[src/rtl/neuron_row_sequencer_if.sv]
// -----------------------------------------------------------------------------
// neuron_row_sequencer_if
// Bundles the image-level handshake and the row-control outputs of the neuron
// row sequencer.
//   start          : begin one image (driven by the master)
//   stall          : hold row issue; present only with NEURON_SEQ_STALL_EN
//   WeightX_Select : weight row select
//   PixelX_Select  : pixel row select (always equal to WeightX_Select)
//   ENX_Int        : one-hot accumulator row enable
//   ENX            : output-flop enable pulse
//   busy           : image in flight
//   done           : neuron outputs valid (single-cycle pulse)
// Modports: master (image source / bench), slave (sequencer).
// -----------------------------------------------------------------------------
interface neuron_row_sequencer_if #(
   parameter int ROWS  = 28,
   parameter int SEL_W = 5
);
   logic             start;
`ifdef NEURON_SEQ_STALL_EN
   logic             stall;
`endif
   logic [SEL_W-1:0] WeightX_Select;
   logic [SEL_W-1:0] PixelX_Select;
   logic [ROWS-1:0]  ENX_Int;
   logic             ENX;
   logic             busy;
   logic             done;

`ifdef NEURON_SEQ_STALL_EN
   modport master (output start, stall,
                   input  WeightX_Select, PixelX_Select, ENX_Int, ENX, busy, done);
   modport slave  (input  start, stall,
                   output WeightX_Select, PixelX_Select, ENX_Int, ENX, busy, done);
`else
   modport master (output start,
                   input  WeightX_Select, PixelX_Select, ENX_Int, ENX, busy, done);
   modport slave  (input  start,
                   output WeightX_Select, PixelX_Select, ENX_Int, ENX, busy, done);
`endif
endinterface

[src/rtl/neuron_row_sequencer.sv]
// -----------------------------------------------------------------------------
// neuron_row_sequencer
// Control stage in front of a layer of neuron datapaths. Per image it steps the
// ROWS weight/pixel row selects, raises the one-hot accumulator row enable
// PIPE_LAT cycles after each row select, strobes the output flop FINAL_LAT
// cycles after the last row enable, then pulses done.
// Ports:
//   clk         : system clock
//   GlobalReset : synchronous active-high reset (aborts any image in flight)
//   bus         : neuron_row_sequencer_if.slave (start, selects, enables,
//                 busy, done, and stall when enabled)
// Optional feature: define NEURON_SEQ_STALL_EN to add the stall input, which
// holds row issue in ISSUE and delays all later enables by one cycle each.
// -----------------------------------------------------------------------------
module neuron_row_sequencer #(
   parameter int ROWS      = 28,
   parameter int SEL_W     = 5,
   parameter int PIPE_LAT  = 6,
   parameter int FINAL_LAT = 5
) (
   input  logic                 clk,
   input  logic                 GlobalReset,
   neuron_row_sequencer_if.slave bus
);
   localparam int CNT_W = (FINAL_LAT > 1) ? $clog2(FINAL_LAT) : 1;
   localparam int DL_W  = SEL_W + 1;   // {valid, row}

   typedef enum logic [2:0] {IDLE, ISSUE, DRAIN, FINAL, DONE} state_t;

   state_t           state_q;
   logic [SEL_W-1:0] row_q;
   logic             iss_vld_q;   // current select is a fresh row, not a stall hold
   logic [CNT_W-1:0] cnt_q;
   logic             enx_q;
   logic             busy_q;
   logic             done_q;

   logic [PIPE_LAT-1:0][DL_W-1:0] dl_q;
   logic [PIPE_LAT:0][DL_W-1:0]   dl_d;
   logic                          push_vld_w;
   logic                          tail_vld_w;
   logic [SEL_W-1:0]              tail_row_w;
   logic                          last_en_w;
   logic                          row_last_w;
   logic                          stall_w;
   logic [ROWS-1:0]               enx_int_w;

`ifdef NEURON_SEQ_STALL_EN
   assign stall_w = bus.stall;
`else
   assign stall_w = 1'b0;
`endif

   assign push_vld_w = (state_q == ISSUE) && iss_vld_q;
   // Entry 0 is the newest; the slice below drops the oldest entry.
   assign dl_d       = {dl_q, {push_vld_w, row_q}};
   assign tail_vld_w = dl_q[PIPE_LAT-1][SEL_W];
   assign tail_row_w = dl_q[PIPE_LAT-1][SEL_W-1:0];
   assign last_en_w  = tail_vld_w && (tail_row_w == SEL_W'(ROWS - 1));
   assign row_last_w = (row_q == SEL_W'(ROWS - 1));

   always_comb begin
      enx_int_w = '0;
      if (tail_vld_w) begin
         enx_int_w[tail_row_w] = 1'b1;
      end
   end

   always_ff @(posedge clk) begin
      if (GlobalReset) begin
         state_q   <= IDLE;
         row_q     <= '0;
         iss_vld_q <= 1'b0;
         cnt_q     <= '0;
         enx_q     <= 1'b0;
         busy_q    <= 1'b0;
         done_q    <= 1'b0;
         dl_q      <= '0;
      end else begin
         dl_q <= dl_d[PIPE_LAT-1:0];
         case (state_q)
            IDLE: begin
               if (bus.start) begin
                  state_q   <= ISSUE;
                  row_q     <= '0;
                  iss_vld_q <= 1'b1;
                  busy_q    <= 1'b1;
               end
            end
            ISSUE: begin
               // Once the last row has been issued there is nothing left to
               // hold, so stall no longer matters and the counter never wraps.
               if (row_last_w && iss_vld_q) begin
                  state_q   <= DRAIN;
                  row_q     <= '0;
                  iss_vld_q <= 1'b0;
               end else if (stall_w) begin
                  iss_vld_q <= 1'b0;
               end else begin
                  row_q     <= row_q + SEL_W'(1);
                  iss_vld_q <= 1'b1;
               end
            end
            DRAIN: begin
               if (last_en_w) begin
                  state_q <= FINAL;
                  cnt_q   <= CNT_W'(FINAL_LAT - 1);
                  // With a one-cycle final latency ENX lands on the first FINAL cycle.
                  enx_q   <= (FINAL_LAT == 1);
               end
            end
            FINAL: begin
               if (cnt_q == '0) begin
                  state_q <= DONE;
                  enx_q   <= 1'b0;
                  done_q  <= 1'b1;
               end else begin
                  cnt_q <= cnt_q - CNT_W'(1);
                  enx_q <= (cnt_q == CNT_W'(1));
               end
            end
            DONE: begin
               state_q <= IDLE;
               done_q  <= 1'b0;
               busy_q  <= 1'b0;
            end
            default: begin
               state_q <= IDLE;
            end
         endcase
      end
   end

   assign bus.WeightX_Select = row_q;
   assign bus.PixelX_Select  = row_q;
   assign bus.ENX_Int        = enx_int_w;
   assign bus.ENX            = enx_q;
   assign bus.busy           = busy_q;
   assign bus.done           = done_q;
endmodule

[src/flat_wrapper.sv]
// flat-port wrapper written by rule: the top's interface ports become plain ports
module neuron_row_sequencer_flat 
#(
   parameter int ROWS      = 28,
   parameter int SEL_W     = 5,
   parameter int PIPE_LAT  = 6,
   parameter int FINAL_LAT = 5
)
  (clk, GlobalReset, bus_start, bus_WeightX_Select, bus_PixelX_Select, bus_ENX_Int, bus_ENX, bus_busy, bus_done);
  neuron_row_sequencer_if #(.ROWS(ROWS), .SEL_W(SEL_W)) bus_i ();
  input  logic clk;
  input  logic GlobalReset;
  input wire logic [$bits(bus_i.start)-1:0] bus_start;
  output wire logic [$bits(bus_i.WeightX_Select)-1:0] bus_WeightX_Select;
  output wire logic [$bits(bus_i.PixelX_Select)-1:0] bus_PixelX_Select;
  output wire logic [$bits(bus_i.ENX_Int)-1:0] bus_ENX_Int;
  output wire logic [$bits(bus_i.ENX)-1:0] bus_ENX;
  output wire logic [$bits(bus_i.busy)-1:0] bus_busy;
  output wire logic [$bits(bus_i.done)-1:0] bus_done;
  assign bus_i.start = bus_start;
  assign bus_WeightX_Select = bus_i.WeightX_Select;
  assign bus_PixelX_Select = bus_i.PixelX_Select;
  assign bus_ENX_Int = bus_i.ENX_Int;
  assign bus_ENX = bus_i.ENX;
  assign bus_busy = bus_i.busy;
  assign bus_done = bus_i.done;
  neuron_row_sequencer #(.ROWS(ROWS), .SEL_W(SEL_W), .PIPE_LAT(PIPE_LAT), .FINAL_LAT(FINAL_LAT)) u_core (.clk(clk), .GlobalReset(GlobalReset), .bus(bus_i));
endmodule
[config.mk]
export PLATFORM = sky130hd
export DESIGN_NAME = neuron_row_sequencer_flat
export DESIGN_NICKNAME = d
export VERILOG_FILES = /design/src/rtl/neuron_row_sequencer_if.sv /design/src/rtl/neuron_row_sequencer.sv /design/src/flat_wrapper.sv
export SDC_FILE = /design/constraint.sdc
export NUM_CORES = 1
export LEC_CHECK = 0
export BUFFER_PORTS_ARGS = -buffer_cell sky130_fd_sc_hd__buf_2
export CORE_UTILIZATION = 57
export CTS_CLUSTER_DIAMETER = 100
export DETAILED_ROUTE_END_ITERATION = 8
export GPL_TIMING_DRIVEN = 1
export PLACE_DENSITY = 0.91
export SLEW_MARGIN = 40
export SYNTH_ARGS = -nofsm -noshare
export SYNTH_HDL_FRONTEND = slang
export SYNTH_SLANG_ARGS = --single-unit
[constraint.sdc]
create_clock -name clk -period 4.5 [get_ports clk]
set_input_delay 0.9 -clock clk [delete_from_list [all_inputs] [get_ports clk]]
set_output_delay 0.9 -clock clk [all_outputs]
set_load 0.01 [all_outputs]
======== Word-level counts from Yosys, hierarchy flattened ========
Index checks and enable logic that the tools add are counted.
word-level totals
  logic and storage cells ................. 68
  latch bits .............................. 0
  memories kept ........................... 0
  input port bits ......................... 3
  flip-flop bits (word level) ............. 51
  output and inout bits ................... 41
  RAM bits ................................ 0
  memory bits (read-only) ................. 0
operators by class
  bitwise operators ....................... 0
  magnitude comparators ................... 2
  shift-type cells ........................ 0
  eq/ne operators ......................... 12
  divide/modulo/power cells ............... 0
  reductions and logical operators ........ 16
  multiplexer cells ....................... 23
  $add $sub $neg .......................... 2
  multipliers ............................. 0
operators with widths
  cell                                                                          number
  28-bit two-way mux                                                            1
  3-bit two-way mux                                                             6
  3-bit one-hot mux with 4 select lines                                         1
  5-bit == test, second input constant                                          2
  5-bit two-way mux                                                             2
  5-bit one-hot mux with 2 select lines                                         1
  1-bit one-hot mux with 2 select lines                                         4
  2-bit AND reduction                                                           4
  2-bit nonzero test                                                            4
  3-bit by 1-bit == test with 1-bit output, second input constant               2
  3-bit by 2-bit == test with 1-bit output, second input constant               2
  3-bit logical NOT                                                             2
  5-bit by 6-bit less-than comparator with 1-bit output, second input constant  1
  1-bit two-way mux                                                             6
  2-bit inequality test, second input constant                                  3
  3-bit one-hot mux with 2 select lines                                         1
  5-bit by 1-bit adder with 5-bit output, second input constant                 1
  1-bit demux with 5-bit select                                                 1
  5-bit by 1-bit >= comparator with 1-bit output, second input constant         1
  1-bit logical AND                                                             4
  2-bit by 1-bit inequality test with 1-bit output, second input constant       2
  4-bit AND reduction                                                           1
  3-bit == test, second input constant                                          1
  3-bit AND reduction                                                           1
  3-bit by 1-bit subtractor with 3-bit output, second input constant            1

======== Depth between registers and ports, before layout ========
Gate-level depths: netlist (run 1).
  word-level depth ........................ 5
  depth in mapped cells ................... 7
  depth with buffers taken out ............ 7

======== Worst setup path before layout (run 1) ========
OpenSTA, ideal clock, no wires.
  kind .................................... register to output
  start point ............................. reg u_core.dl_q (netlist bit u_core.dl_d[41])
  end point ............................... out bus_ENX_Int[0]
  data arrival time ....................... 1.137 ns
  cell stages (with the launch flop) ...... 4
  setup slack ............................. 2.463 ns
  data required time ...................... 3.600 ns
  cell sequence ........................... dfxtp_1 > or3b_2 > clkbuf_1 > nor2_1
between the ends
  longest elaborated chain between the ends .. 1
RTL lines
  element                   line                        text
  start: declaration        neuron_row_sequencer.sv:38  logic [PIPE_LAT-1:0][DL_W-1:0] dl_q;
  start signal: assignment  neuron_row_sequencer.sv:80  dl_q <= dl_d[PIPE_LAT-1:0];
  28-bit two-way mux        neuron_row_sequencer.sv:64  if (tail_vld_w) begin
  end: declaration          flat_wrapper.sv:16          output wire logic [$bits(bus_i.ENX_Int)-1:0] bus_ENX_Int;
No other way between the ends.

======== Worst setup path in the final report (run 1) ========
  start point ............................. reg u_core.dl_q (netlist bit u_core.dl_d[41])
  end point ............................... out bus_ENX_Int[20]
The elaborated chain is that of the path after synthesis.

==> results of run 1 <==
stage by stage:
stage	setup slack, ns	hold slack, ns
floorplan	2.46	0.414
global placement	2.24	0.415
detailed placement	2.17	0.424
CTS	2.02	0.451
global route	1.90	0.451
finish	2.04	0.442
power groups by stage:
stage | Combinational (mW) | Sequential [mW] | Clock, mW
finish | 0.0320 | 0.463 | 0.187
floorplan | 0.0276 | 0.471 | 0
CTS | 0.0322 | 0.463 | 0.195
global route | 0.0354 | 0.464 | 0.216
global placement | 0.0312 | 0.473 | 0
detailed placement | 0.0320 | 0.473 | 0
flip-flops by register name (all words and copies together), names as in the netlist:
| signal | count |
|---|---|
| u_core.iss_vld_q | 1 |
| u_core.state_q | 3 |
| u_core.cnt_q | 3 |
| u_core.bus.busy | 1 |
| u_core.bus.ENX | 1 |
| u_core.bus.PixelX_Select | 5 |
| u_core.bus.done | 1 |
| u_core.dl_d | 36 |
routing by layer:
| layer | wire [µm] | share of wire |
|---|---|---|
| met1 | 1390 | 0.44 |
| met2 | 1620 | 0.51 |
| met3 | 145 | 0.046 |
| met4 | 21 | 0.0066 |
| met5 | 0 | 0 |
area by class of cell:
cell class,count,area (µm²),area share
clock buffers,5,37.5,0.0170
clock inverters,2,13.8,0.00623
inverters,4,15.0,0.00679
multi-input cells,141,848,0.384
flip-flops and latches,51,1020,0.462
well taps,46,57.6,0.0260
repair buffers,43,218,0.0985
cell families (layout without fill, tap and decap cells):
kind of cell | Yosys count | in the layout
adders and majority gates | 4 | 4
DFF | 51 | 51
muxes | 1 | 1
AOI/OAI and AO/OA | 28 | 28
buffers and inverters | 23 | 54
and+or+nand+nor | 108 | 108
final timing paths:
check	slack (ns)	endpoint	startpoint
max	2.04	bus_ENX_Int[20]	u_core.dl_d[41]
min	0.44	u_core.dl_d[40]	u_core.dl_d[34]
max reg2reg	2.85	u_core.cnt_q[0]	u_core.cnt_q[0]
min reg2reg	0.44	u_core.dl_d[40]	u_core.dl_d[34]
worst register-to-register path, cell delays in order, from the launching register on:
cell     delay (ns)
dfxtp_1        0.41
inv_1          0.06
ha_1           0.19
ha_1           0.24
or2_2          0.29
o21ai_0        0.15
nand2_1        0.08
a21oi_1        0.16
cell usage after synthesis (2+ instances only):
| cell type | n | area [µm²] |
|---|---|---|
| a211oi_1 | 3 | 22.5 |
| a21o_1 | 2 | 15.0 |
| a21oi_1 | 8 | 40.0 |
| a22oi_1 | 2 | 15.0 |
| buf_4 | 10 | 75.1 |
| clkbuf_1 | 7 | 26.3 |
| dfxtp_1 | 51 | 1020 |
| ha_1 | 4 | 50.1 |
| inv_1 | 4 | 15.0 |
| nand2_1 | 4 | 15.0 |
| nand2b_1 | 2 | 12.5 |
| nand3_1 | 5 | 25.0 |
| nand3b_1 | 5 | 37.5 |
| nor2_1 | 36 | 135 |
| nor2b_1 | 36 | 225 |
| nor3_1 | 6 | 30.0 |
| o21a_1 | 2 | 15.0 |
| o21ai_0 | 5 | 25.0 |
| or3b_2 | 4 | 35.0 |
==> run summary, run 1 <==
Worst Max-Slew Pin Slew - 0.484 ns
CP Depth - 3
Tot Pwr - 0.681 mW
CP max FO - 7
Final min period - 2.46 ns
N_diodes - 0
Vias per Instance - 5.12
CTS tree - yes
Slew Viols, Final - 0
CTS H-Tree Depth - 2
Post-synthesis mux area share - 0.00500
Met3 Use GR - 0.0441
Reg2reg path depth - 7
Buffers and inverters on the worst path - 1
Die W - 61.3 µm
First-pass GRT wire length - 4910 µm
CP startpoint kind - flop
Critical path capture point type - output pin
Cts hold-fix bufs - 0
Hold depth - 1
CTS sink cnt - 51
Main combinational cell family by area after synthesis - simple AND/OR/NAND/NOR gates
Die Span Y - 61.3 µm
Switching Fraction - 0.225
Root Driver - clkbuf_4
Combinational Power Share - 0.047
Commonest non-fill, non-tap cell in the layout - dfxtp_1
Netlist cell types - 38
Routing usage on met2 - 0.339
Core Util, Final - 0.657
Clock slew at reported path FFs - 0.13 ns
Unrepaired setup endpoints after global routing - no
Top cell family by delay on the critical path - simple AND/OR/NAND/NOR gates
Ys Warns - 0
Final Hold Vio Count - 0
Row count - 21
Synth Flop Type - dfxtp_1
Net Count, Synth - 222
Sequential share of power - 0.679
Crit Path Class - reg -> out
Overflow after GRT - 0
DRT Pass-1 Iters - 4
Final Wtd Congestion - 0.724
Vias after detailed routing - 1,494
Hpwl dp - 2230 µm
Starting Density - 0.595
IO Pins - 44
Syn Std Cell Area - 0.00200 mm²
WP data arrival - 1.56 ns
Post-synthesis register bit count - 51
Drt wl/cell - 10.9 µm
Clk buf depth - 2
Max Cap Viol - 0
M1 GR Usage - 0.188
Setup Fix Bufs, Post-CTS - 0
Slew headroom - 0.675
Cell count after synthesis - 215
Status - completed
Fillers - 311
Crit-path cells - or3b_2 > nor2_1 > buf_2
Register area share after synthesis - 0.510
Number of buffers created by CTS - 5
Busiest grt layer - met2
Design Area, Final - 0.00221 mm²
CP required - 3.60 ns
Worst path max stage delay - 0.55 ns
Buffers on Ports - 43
Slowest-stage cell, CP - or3b_2
Xor and xnor area share after synthesis - 0
Die ar. - 0.00375 mm²
Dpl cells - 285
Synth Area in Adders - 0.0250
Final worst path period share - 0.546
Pwr dens - 308 mW/mm²
Avg Inst Size Synth - 9.31 µm²
HP Class - reg -> reg
CORE AREA - 0.00336 mm²
Post-DRT Antenna Nets - 0
GRT Total Usage - 0.178
Final WL - 3170 µm
Post-synth EDFFs - 0
Layout area overhead - 10.4%
Synth Area in Simple Gates - 0.300
Initial antenna violation count - 0
Final-stage net count - 253
Largest net degree at the start of global routing - 52
Total negative setup slack - 0 ns
Clock share of power - 0.274
Layout cells sized above 1 - 0.244
DR DRC count - 0
Psw - 0.153 mW
Pleak - 0.961 nW
Fin cells - 292
Ys async rst share - 0
Compound-gate portion of the synthesized area - 0.0937
Max Fclk - 407 MHz
Clk_lat worst skew - 0.35 ns
Maximum vdd drop - 0.288 mV
CTS-repair resized insts - 0
Most frequent cells in the layout - 51 x dfxtp_1, 42 x buf_2, 36 x nor2_1, 36 x nor2b_1, 8 x a21oi_1
Setup Skew - 0.0132 ns
Cell-internal power - 0.528 mW
Initial drt markers - 43
Dpl cell area - 0.00216 mm²
Final Setup Violations - 0
Vias in the first global route - 1,216
(Power assumes the default switching activity.)
==> run 2, diff against run 1 <==
CORE_UTILIZATION = 48   (was 57)
PLACE_DENSITY = 0.83   (was 0.91)
clock period = 2.16 ns   (was 4.5 ns; I/O delays follow)
==> run summary, run 2 (synthesis gave the netlist of run 1 again) <==
Total negative setup slack - 0 ns
CORE AREA - 0.00400 mm²
Initial antenna violation count - 0
R2R Setup Slk - 0.53 ns
Starting Density - 0.500
Worst Max-Slew Pin Slew - 0.510 ns
DR DRC count - 0
Layout cells sized above 1 - 0.250
Sequential share of power - 0.607
Switching Fraction - 0.218
Final worst path period share - 0.896
Buffers on Ports - 43
IO Pins - 44
Most frequent cells in the layout - 51 x dfxtp_1, 43 x buf_2, 36 x nor2_1, 36 x nor2b_1, 8 x a21oi_1
Dpl cell area - 0.00217 mm²
First-pass GRT wire length - 5330 µm
Max Fclk - 516 MHz
Final Hold Vio Count - 0
HP Class - reg -> reg
Hpwl dp - 2170 µm
Status - completed
Hold WS - 0.437 ns
Largest net degree at the start of global routing - 29
Critical path capture point type - output pin
Vias after detailed routing - 1,476
Drt wl/cell - 10.5 µm
N_diodes - 0
CTS tree - yes
Pwr dens - 699 mW/mm²
Psw - 0.346 mW
Fillers - 351
Tot Pwr - 1.59 mW
Clock slew at reported path FFs - 0.08 ns
Register area - 0.00102 mm²
Root Driver - clkbuf_8
Die Span Y - 66.6 µm
Slew headroom - 0.658
Clk_lat worst skew - 0.30 ns
CTS sink cnt - 51
Vias in the first global route - 1,257
CP required - 1.73 ns
Setup Fix Bufs, Post-CTS - 0
Post-DRT Antenna Nets - 0
CTS-repair resized insts - 0
Maximum vdd drop - 0.527 mV
Die W - 66.6 µm
Final Wtd Congestion - 0.735
Clock share of power - 0.350
Reg2reg path depth - 7
Setup Skew - 0.00562 ns
GRT Total Usage - 0.159
CP startpoint kind - flop
Commonest non-fill, non-tap cell in the layout - dfxtp_1
Initial drt markers - 30
Overflow after GRT - 0
Vias per Instance - 4.95
Design Area, Final - 0.00227 mm²
Row count - 23
Final-stage net count - 254
Cell-internal power - 1.24 mW
Crit Path Class - reg -> out
Die ar. - 0.00443 mm²
Layout area overhead - 13.3%
Max Cap Viol - 0
CTS H-Tree Depth - 2
Unrepaired setup endpoints after global routing - no
Final min period - 1.94 ns
Number of buffers created by CTS - 5
Pleak - 0.981 nW
DRT Pass-1 Iters - 4
Final Setup Violations - 0
Cts hold-fix bufs - 0
Final WL - 3130 µm
Slew Viols, Final - 0
CP max FO - 7
Hold depth - 1
Max reg flops - 36
Combinational Power Share - 0.043
Area of the multi-input gates - 848 µm²
WP data arrival - 1.50 ns
Clk buf depth - 2
run 2: changes by cell type in the layout (fill, tap and decap cells not counted):
cell / change
clkbuf_4: -5
clkbuf_8: +6
clkinv_2: -1
clkinvlp_4: +1
buf_2: +1
run 2: final timing paths:
path | from | to
min reg2reg | u_core.dl_d[19] | u_core.dl_d[25]
max | u_core.dl_d[39] | bus_ENX_Int[11]
min | u_core.dl_d[19] | u_core.dl_d[25]
max reg2reg | u_core.cnt_q[0] | u_core.cnt_q[0]
run 2: layer usage:
layer,vias to the layer above,part of all wire,track usage
met4,0,0.018,0.0798
met2,44,0.49,0.294
met3,7,0.045,0.0360
met5,-,0,0
met1,659,0.45,0.166
li1,766,-,-
run 2: per-stage QoR:
stage	instances	setup WS (ns)	utilization
6_report	298	0.224	0.567
5_1_grt	298	0.121	0.567
4_1_cts	298	0.200	0.567
3_5_place_dp	290	0.537	0.542
3_3_place_gp	290	0.581	0.542
2_1_floorplan	215	0.591	-
run 2: cell type report:
class	count	area share
inverter	4	0.00662
timing repair buffer	44	0.0982
clock inverter	2	0.00717
sequential	51	0.450
clock buffer	6	0.0364
tap	50	0.0276
multi-input combinational	141	0.374
run 2: critical path, stage by stage, from the launching register on:
cell and delay, ns:
dfxtp_1 0.45, or3b_2 0.52, nor2_1 0.11, buf_2 0.14
run 2: power groups by stage:
stage | Sequential (mW) | Clock [mW] | Combinational [mW]
after floorplan | 0.981 | 0 | 0.0576
after global placement | 0.984 | 0 | 0.0662
after detailed placement | 0.985 | 0 | 0.0685
after CTS | 0.963 | 0.575 | 0.0692
after global routing | 0.966 | 0.609 | 0.0773
final | 0.963 | 0.555 | 0.0681
